File: src/rtl/jk_arb_pkg.sv
// jk_arb_pkg: op encodings and FSM states shared by jk_bank_arbiter and jk_cell.
package jk_arb_pkg;
    // An op's two bits are exactly the {j,k} pair applied to a selected cell.
    localparam logic [1:0] OP_HOLD = 2'b00;
    localparam logic [1:0] OP_CLR  = 2'b01;
    localparam logic [1:0] OP_SET  = 2'b10;
    localparam logic [1:0] OP_TGL  = 2'b11;

    typedef enum logic [1:0] {
        ST_IDLE = 2'b00,
        ST_EXEC = 2'b01,
        ST_ACK  = 2'b10
    } state_t;
endpackage

File: src/rtl/jk_cell.sv
// jk_cell: one JK flip-flop with synchronous active-low clear.
module jk_cell
    import jk_arb_pkg::*;
(
    input  logic clk,
    input  logic clr,
    input  logic j,
    input  logic k,
    output logic q,
    output logic qbar
);
    logic q_q, q_d;

    always_comb begin
        q_d = ({j, k} == OP_CLR) ? 1'b0 :
              ({j, k} == OP_SET) ? 1'b1 :
              ({j, k} == OP_TGL) ? ~q_q : q_q;
    end

    always_ff @(posedge clk) begin
        if (!clr) q_q <= 1'b0;
        else      q_q <= q_d;
    end

    assign q    = q_q;
    assign qbar = ~q_q;
endmodule

File: src/rtl/jk_bank_arbiter.sv
// jk_bank_arbiter: round-robin arbiter driving a shared bank of W JK cells.
// Optional lock ownership (lock_a/lock_b ports) is built with JK_ARB_LOCK_EN.
module jk_bank_arbiter
    import jk_arb_pkg::*;
#(
    parameter int W = 8
) (
    input  logic         clk,
    input  logic         clr,
    input  logic         req_a,
    input  logic [1:0]   op_a,
    input  logic [W-1:0] mask_a,
    input  logic         req_b,
    input  logic [1:0]   op_b,
    input  logic [W-1:0] mask_b,
`ifdef JK_ARB_LOCK_EN
    input  logic         lock_a,
    input  logic         lock_b,
`endif
    output logic         gnt_a,
    output logic         gnt_b,
    output logic         busy,
    output logic [W-1:0] q,
    output logic [W-1:0] qbar
);
    state_t       state_q, state_d;
    logic [1:0]   op_q, op_d;
    logic [W-1:0] mask_q, mask_d;
    logic         win_b_q, win_b_d;
    logic         last_b_q, last_b_d;
    logic         gnt_a_q, gnt_a_d;
    logic         gnt_b_q, gnt_b_d;
    logic         prio_b, pick_b;
    logic [W-1:0] j_bus, k_bus;

`ifdef JK_ARB_LOCK_EN
    logic own_v_q, own_v_d, own_b_q, own_b_d;
    assign prio_b = own_v_q ? own_b_q : !last_b_q;
`else
    assign prio_b = !last_b_q;
`endif
    assign pick_b = req_b && (!req_a || prio_b);

    // The grant cycle is skipped for arbitration: the served requester may still hold req.
    always_comb begin
        state_d  = state_q;
        op_d     = op_q;
        mask_d   = mask_q;
        win_b_d  = win_b_q;
        last_b_d = last_b_q;
        gnt_a_d  = 1'b0;
        gnt_b_d  = 1'b0;
`ifdef JK_ARB_LOCK_EN
        own_v_d  = own_v_q;
        own_b_d  = own_b_q;
`endif
        if (state_q == ST_IDLE) begin
            if ((req_a || req_b) && !gnt_a_q && !gnt_b_q) begin
                state_d = ST_EXEC;
                win_b_d = pick_b;
                op_d    = pick_b ? op_b : op_a;
                mask_d  = pick_b ? mask_b : mask_a;
            end
        end else if (state_q == ST_EXEC) begin
            state_d = ST_ACK;
        end else if (state_q == ST_ACK) begin
            state_d  = ST_IDLE;
            gnt_a_d  = !win_b_q;
            gnt_b_d  = win_b_q;
            last_b_d = win_b_q;
`ifdef JK_ARB_LOCK_EN
            if (win_b_q ? lock_b : lock_a) begin
                own_v_d = 1'b1;
                own_b_d = win_b_q;
            end else if (own_b_q == win_b_q) begin
                own_v_d = 1'b0;
            end
`endif
        end else begin
            state_d = ST_IDLE;
        end
    end

    always_ff @(posedge clk) begin
        if (!clr) begin
            state_q  <= ST_IDLE;
            op_q     <= OP_HOLD;
            mask_q   <= '0;
            win_b_q  <= 1'b0;
            last_b_q <= 1'b1;
            gnt_a_q  <= 1'b0;
            gnt_b_q  <= 1'b0;
`ifdef JK_ARB_LOCK_EN
            own_v_q  <= 1'b0;
            own_b_q  <= 1'b0;
`endif
        end else begin
            state_q  <= state_d;
            op_q     <= op_d;
            mask_q   <= mask_d;
            win_b_q  <= win_b_d;
            last_b_q <= last_b_d;
            gnt_a_q  <= gnt_a_d;
            gnt_b_q  <= gnt_b_d;
`ifdef JK_ARB_LOCK_EN
            own_v_q  <= own_v_d;
            own_b_q  <= own_b_d;
`endif
        end
    end

    assign j_bus = (state_q == ST_EXEC) ? (mask_q & {W{op_q[1]}}) : '0;
    assign k_bus = (state_q == ST_EXEC) ? (mask_q & {W{op_q[0]}}) : '0;

    for (genvar i = 0; i < W; i++) begin : g_cell
        jk_cell u_cell (
            .clk  (clk),
            .clr  (clr),
            .j    (j_bus[i]),
            .k    (k_bus[i]),
            .q    (q[i]),
            .qbar (qbar[i])
        );
    end

    assign busy  = (state_q != ST_IDLE);
    assign gnt_a = gnt_a_q;
    assign gnt_b = gnt_b_q;
endmodule

File: config.mk
export PLATFORM = sky130hd
export DESIGN_NAME = jk_bank_arbiter
export DESIGN_NICKNAME = d
export VERILOG_FILES = /design/src/rtl/jk_arb_pkg.sv /design/src/rtl/jk_cell.sv /design/src/rtl/jk_bank_arbiter.sv
export SDC_FILE = /design/constraint.sdc
export NUM_CORES = 1
export LEC_CHECK = 0
export CORE_ASPECT_RATIO = 1.5
export CORE_UTILIZATION = 39
export CTS_BUF_LIST = sky130_fd_sc_hd__clkbuf_16
export DETAILED_ROUTE_END_ITERATION = 10
export PLACE_DENSITY = 0.73
export SLEW_MARGIN = 20
export SYNTH_ARGS = -nofsm -noshare
export SYNTH_HDL_FRONTEND = slang
export SYNTH_SLANG_ARGS = --single-unit
export TNS_END_PERCENT = 10
File: constraint.sdc
create_clock -name clk -period 1.35 [get_ports clk]
set_input_delay 0.405 -clock clk [delete_from_list [all_inputs] [get_ports clk]]
set_output_delay 0.405 -clock clk [all_outputs]
set_load 0.02 [all_outputs]
**After elaboration in Yosys (flattened, before gate mapping)**

Cells that the tools add are included.

- Reductions and logical operators: 31
- Bitwise operators: 14
- Equal/unequal tests: 27
- Muxes and demuxes: 23

Operators by type and width:

| operator | number |
|---|---|
| $eq 2x2->1 const B | 17 |
| $mux 8 | 3 |
| $eq 2x1->1 const B | 9 |
| $reduce_bool 2->1 | 9 |
| $and 8x8->8 | 2 |
| $mux 1 | 16 |
| $reduce_or 2->1 | 8 |
| $not 1->1 | 12 |
| $mux 2 | 4 |
| $logic_not 1->1 | 5 |
| $reduce_or 4->1 | 1 |
| $logic_and 1x1->1 | 3 |
| $reduce_and 3->1 | 1 |
| $logic_not 2->1 | 1 |
| $logic_or 1x1->1 | 2 |
| $ne 2x1->1 const B | 1 |
| $reduce_and 2->1 | 1 |

- Output and inout bits: 19
- Flip-flop bits (word level): 24
- Word-level logic and storage cells: 110
- Input bits: 24

**Longest topological paths before layout**

Gate-level depths: netlist of the first run.

- Depth in word-level cells: 5
- Depth in mapped cells: 5
- Gate-level depth less buffers: 3

**Cells and area by module**

A second synthesis of the first run with hierarchy kept.

- Cells, all modules: 118
- Area total of the unflattened synthesis: 1239.9 sq um

By module, submodules not included:

| module | area an instance (sq um) | instances | cells each | seq. area each (sq um) |
|---|---|---|---|---|
| jk_bank_arbiter | 799.5 | 1 | 78 | 320.3 |
| jk_cell | 55.1 | 8 | 5 | 20.0 |

**Least setup slack after synthesis of the first run**

OpenSTA, ideal clock, no wires.

- Kind: reg-to-reg
- Start: register gnt_a_q (netlist: gnt_a)
- End: register op_q[1]
- Period minus slack after synthesis: 1420 ps
- Stages on the path, launching flop included: 5
- Arrival: 1301 ps
- Data required time: 1231 ps
- Setup time: 119 ps
- Setup slack: -70 ps
- Cells stage by stage: dfxtp_1 or4_4 buf_6 buf_6 o221a_1

- Word-level cells in the longest chain between the ends: 4

RTL lines:

| element | RTL line | source |
|---|---|---|
| start, declared | jk_bank_arbiter.sv:31 | `logic gnt_a_q, gnt_a_d;` |
| start signal, assigned | jk_bank_arbiter.sv:103 | `gnt_a_q <= gnt_a_d;` |
| $logic_not 1->1 | jk_bank_arbiter.sv:58 | `if ((req_a \|\| req_b) && !gnt_a_q && !gnt_b_q) begin` |
| $logic_and 1x1->1 (2 in series) | jk_bank_arbiter.sv:58 |  |
| $reduce_and 2->1 (no line) | - |  |
| end signal, assigned | jk_bank_arbiter.sv:99 | `op_q <= op_d;` |
| end, declared | jk_bank_arbiter.sv:27 | `logic [1:0] op_q, op_d;` |

Every way passes these cells.
A chain may end at the register's enable or synchronous reset.

**Worst setup path in the final report of the first run**

- Start: register state_q[0]
- End: register win_b_q

- Word-level cells in the longest chain between the ends: 2

RTL lines:

| element | RTL line | source |
|---|---|---|
| start, declared | jk_bank_arbiter.sv:26 | `state_t state_q, state_d;` |
| start signal, assigned | jk_bank_arbiter.sv:98 | `state_q <= state_d;` |
| $logic_not 2->1 | jk_bank_arbiter.sv:57 | `if (state_q == ST_IDLE) begin` |
| $reduce_and 2->1 (no line) | - |  |
| end signal, assigned | jk_bank_arbiter.sv:101 | `win_b_q <= win_b_d;` |
| end, declared | jk_bank_arbiter.sv:29 | `logic win_b_q, win_b_d;` |

Every way passes these cells.

==> impl_metrics.toml, run 1 <==
[cells_and_area]
nNetsFinal = 177
drive_above_1_share_pct = 28.5
fin_cells = 188
nFillCells = 250
antennaDiodeCount = 0
area_delta_synth_final_pct = 43.0

[global_route]
grt_usage_pct = 20.2
grt_remaining_overflow = 0
grt_max_degree = 17
grt_pass1_wl_mm = 4.62
antenna_found_initial = 0
grt_pass1_vias = 979

[logic_synthesis]
synth_cell_types = 26
syn_nets = 139
synth.yosys.warnings = 0
ys.flop_type = "dfxtp_1"
synthCells = 115
synth.area.top_cells = "dfxtp_1 (41%), buf_4 (10%), o221a_1 (9.7%)"
netlist_area_sq_um = 1160
ys_seq_area_share_pct = 41.2
ys_seq_elements = 24
async_reset_ff_share_pct = 0
avgSynthCellArea_sq_um = 10.1
synth_top_cell_area_share_pct = 41.2
synth_common_cells = "dfxtp_1 (24), buf_4 (16), inv_1 (10), o221a_1 (10), o32a_1 (10)"
yosysMostFrequentCell = "dfxtp_1"
synth_top_area_cell = "dfxtp_1"
synth_edf_count = 0

[sta]
drv_slew = 0
fin_skew_ns = 0.00178
grt_setup_unrepaired = "true"
hold_ws_ns = 0.450
worst_pin_slew_ns = 0.400
finalCriticalPeriod_ns = 1.45
setup_ws_ns = -0.0972
slew_headroom_pct = 73.2
setup_violations = 12
finalCritPeriodShare_pct = 107
max_freq_mhz = 691
hold_violations = 0

[critical_path]
path_class = "flip-flop to flip-flop"
critPathMaxFanout = 6
cp.arrival_ns = 1.59
cp-end-kind = "flip-flop"
start_kind = "flip-flop"
required_ns = 1.49

[pwr]
powerDensity_nw_per_um2 = 1100
leakagePower_uw = 0.000680
vdd_drop_max_v = 0.000812

[place]
gp_congestion = 0.761
numPortBuffers = 42
place_ws_ns = -0.623
placed_cells = 181
dp_hpwl_mm = 2.04

[outcome]
violations = "negative setup slack"
status = "finished with violations"

[clock_network]
clock_sinks = 24
cts_tree = "built"
insertion_delay_ns = 0.25
clk_pin_slew_worst_paths_ns = 0.06
clock-root-buffer = "clkbuf_16"
cts_made_buffers = 3
clockBufferDepth = 2
htreeDepth = 1

[routing]
wl_per_cell_um = 16.2
via_per_inst = 5.39
dr.pass1.iters = 4
wl_mm = 3.04
drtIter0Drc = 30
ant_nets = 0
vias = 1014
drc_errors = 0

[die]
placementRows = 23
dieArea_sq_um = 3210
core-area_sq_um = 2760
fp.dieW_um = 46.6
io_pins = 43
fp.dieH_um = 68.9
start_util_pct = 42.2

[job]
maxCapViolCount = 0

[hold_path]
hp-class = "flip-flop to flip-flop"
==> power by group <==
group          total (uW)  switching (uW)  internal, uW
combinational         385             168           217
sequential            812            47.2           765
clock                 627             236           391
==> per-stage QoR <==
stage	total power [uW]	util [%]	setup TNS (ns)	instance area, sq um
after global routing	1890	60.3	-1.08	1670
after detailed placement	1170	56.9	-7.38	1570
after global placement	1150	56.9	-6.44	1570
after CTS	1820	61.0	-0.656	1680
after floorplan	1030	-	-0.554	1170
final	1820	60.3	-0.757	1670
==> state kept, by name (all words and copies together) (netlist names) <==
signal	count
gnt_b	1
last_b_q	1
mask_q	8
op_q	2
gnt_a	1
win_b_q	1
state_q	2
g_cell.u_cell.q	8
==> layer usage <==
layer | vias up | wire [um] | track usage [%] | share of wire, %
met3 | 6 | 140 | 2.34 | 4.6
li1 | 489 | - | - | -
met5 | - | 0 | 0 | 0
met2 | 35 | 1590 | 34.9 | 52
met1 | 484 | 1240 | 24.0 | 41
met4 | 0 | 64 | 9.64 | 2.1
==> kinds of logic after synthesis <==
logic type	share of synthesized area [%]
AOI/OAI and AO/OA	30.4
buffers and inverters	18.0
DFF	41.2
muxes	0.859
and+or+nand+nor	9.45
==> critical path, cell delays in order, from the launching register on <==
cell and delay, ns:
dfxtp_2 0.34, or4_4 0.60, buf_6 0.17, o21ai_1 0.15
a21oi_1 0.08
==> worst paths after layout <==
| check | from | to | slack (ns) | cells past startpoint |
|---|---|---|---|---|
| worst max register to register | state_q[0] | win_b_q | -0.1 | 4 |
| worst min-delay path | state_q[1] | state_q[1] | 0.45 | 1 |
| worst min register to register | state_q[1] | state_q[1] | 0.45 | 1 |
| worst max-delay path | state_q[0] | win_b_q | -0.1 | 4 |
==> area by class of cell <==
cell class	instances	area, sq um	area share, %
multi-input combinational	56	512	30.7
timing repair buffer	58	505	30.4
sequential	24	487	29.2
clock buffer	3	75.1	4.51
tap	37	46.3	2.78
inverter	10	40.0	2.40
==> placed cells by master, fill, tap and decap left out, types with 5 or more instances in the layout <==
cell / synthesis / routed
dfxtp_1: 24 / 21
clkdlybuf4s50_1: 0 / 21
buf_4: 16 / 13
o32a_1: 10 / 10
o221a_1: 10 / 10
clkbuf_2: 0 / 10
inv_1: 10 / 9
a21oi_1: 6 / 6
a311oi_1: 5 / 5
dlygate4sd2_1: 0 / 5
clkdlybuf4s15_1: 0 / 5
==> timing repair <==
action,CTS,global route
gates cloned,1,0
gates resized for setup,41,23
endpoints found under the setup margin,30,28
pin swaps,4,2
hold buffers,0,0
setup buffers,3,0
No activity file was read; power rests on OpenSTA's default activity.
==> run 2, diff against run 1 <==
Settings changed: CORE_MARGIN set to 10, GPL_TIMING_DRIVEN set to 0.
==> run 2 against run 1 <==
Effect of this change: the run still ends with negative setup slack left; critical path depth down 1; count of clock-buffer cells in the layout did not move; sequential share of layout area decreased by 0.23 points; global-route usage down 8.2 points; final area up 2.9%; hold slack worse by 0.019 ns; routed wire length is 8.4% higher; sequential power hardly changed; highest routed layer unchanged.
==> impl_metrics.toml, run 2 (synthesis gave the netlist of run 1 again) <==
[outcome]
status = "finished with violations"
violations = "negative setup slack"

[sta]
max_freq_mhz = 698
slew_headroom_pct = 69.3
finalSetupTns_ns = -0.702
finalCriticalPeriod_ns = 1.43
worst_pin_slew_ns = 0.459
fin_skew_ns = 0.00497
setup_violations = 12
hold_ws_ns = 0.431
finalCritPeriodShare_pct = 106
setup_ws_ns = -0.0828
grt_setup_unrepaired = "true"
hold_violations = 0
drv_slew = 0

[place]
place_area_sq_um = 1630
dp_hpwl_mm = 2.54
place_ws_ns = -0.623
numPortBuffers = 41
gp_congestion = 0.816

[die]
fp.dieW_um = 64.6
core-area_sq_um = 2880
fp.dieH_um = 86.9
io_pins = 43
dieArea_sq_um = 5620
placementRows = 24
start_util_pct = 40.4

[routing]
wl_mm = 3.29
vias = 1031
dr.pass1.iters = 4
drtIter0Drc = 20
wl_per_cell_um = 16.5
ant_nets = 0
via_per_inst = 5.18
drc_errors = 0

[clock_network]
holdBufCountCts = 0
htreeDepth = 1
cts_made_buffers = 3
clock_sinks = 24
clk_pin_slew_worst_paths_ns = 0.06
clock-root-buffer = "clkbuf_16"
clockBufferDepth = 2
insertion_delay_ns = 0.26
cts_tree = "built"

[global_route]
grt_usage_pct = 12.0
grt_pass1_vias = 1077
grt_max_degree = 14
antenna_found_initial = 0
grt_remaining_overflow = 0
grt_pass1_wl_mm = 5.44

[cells_and_area]
antennaDiodeCount = 0
final_cell_mix = "buf_4 (29), clkdlybuf4s50_1 (20), dfxtp_1 (13)"
utilization_pct = 59.4
nNetsFinal = 185
area_delta_synth_final_pct = 47.0
drive_above_1_share_pct = 40.0
fin_area_sq_um = 1710
final_common_cell = "buf_4"

[critical_path]
start_kind = "flip-flop"
critPathMaxFanout = 10
required_ns = 1.49
cp-end-kind = "flip-flop"
cp.arrival_ns = 1.58
path_class = "flip-flop to flip-flop"

[pwr]
leakagePower_uw = 0.000720
powerDensity_nw_per_um2 = 1060
vdd_drop_max_v = 0.000747

[job]
maxCapViolCount = 0

[hold_path]
hp-class = "flip-flop to flip-flop"
run 2: changes by cell type in the layout (fill, tap and decap cells not counted), sizes merged:
cell,previous run,this run
buf,17,37
clkdlybuf4s15,5,0
clkbuf,13,9
a21bo,2,1
clkdlybuf4s50,21,20
clkinv,0,1
dlygate4sd2,5,4
run 2: worst paths after layout:
kind	from	end	slack, ns	cells after the start
setup / recovery	state_q[1]	mask_q[7]	-0.08	3
hold / removal	state_q[1]	state_q[1]	0.43	1
hold reg to reg	state_q[1]	state_q[1]	0.43	1
setup reg to reg	state_q[1]	mask_q[7]	-0.08	3
run 2: metrics by stage:
step,instances,total power [uW]
3_3_place_gp,195,1170
2_1_floorplan,115,1030
3_5_place_dp,195,1180
4_1_cts,199,1830
6_report,199,1810
5_1_grt,199,1890
run 2: cell type report:
| class | instances | area, sq um |
|---|---|---|
| plain buffers | 25 | 193 |
| clock buffers | 3 | 75.1 |
| clock inverters | 1 | 3.75 |
| fillers | 266 | 1170 |
| inverters | 10 | 37.5 |
| multi-input cells | 55 | 482 |
| flip-flops and latches | 24 | 497 |
| well taps | 39 | 48.8 |
| repair buffers | 42 | 377 |
run 2: worst max-delay path: stages (launching register included):
cell and delay (ns):
dfxtp_4 0.35, or4_4 0.59, buf_8 0.17, o221a_1 0.20
run 2: timing repair:
action                                  in CTS  in global routing
endpoints found under the setup margin      39                 21
pin swaps                                    6                  3
buffers inserted                             0                  1
gates resized for setup                     57                 20
run 2: metal layers:
| metal | GRT usage (%) | share of wire [%] | vias to the layer above |
|---|---|---|---|
| li1 | - | - | 508 |
| met1 | 13.0 | 41 | 482 |
| met2 | 21.6 | 53 | 36 |
| met3 | 2.19 | 4.5 | 5 |
| met4 | 5.86 | 2.1 | 0 |
| met5 | 0 | 0 | - |
run 2: report_power, final:
group | switching [uW] | internal [uW] | total (uW) | leakage [uW]
Combinational | 156 | 207 | 362 | 0.000479
Clock | 247 | 396 | 642 | 0.0000385
Sequential | 44.5 | 766 | 810 | 0.000202
Total | 447 | 1370 | 1810 | 0.000720
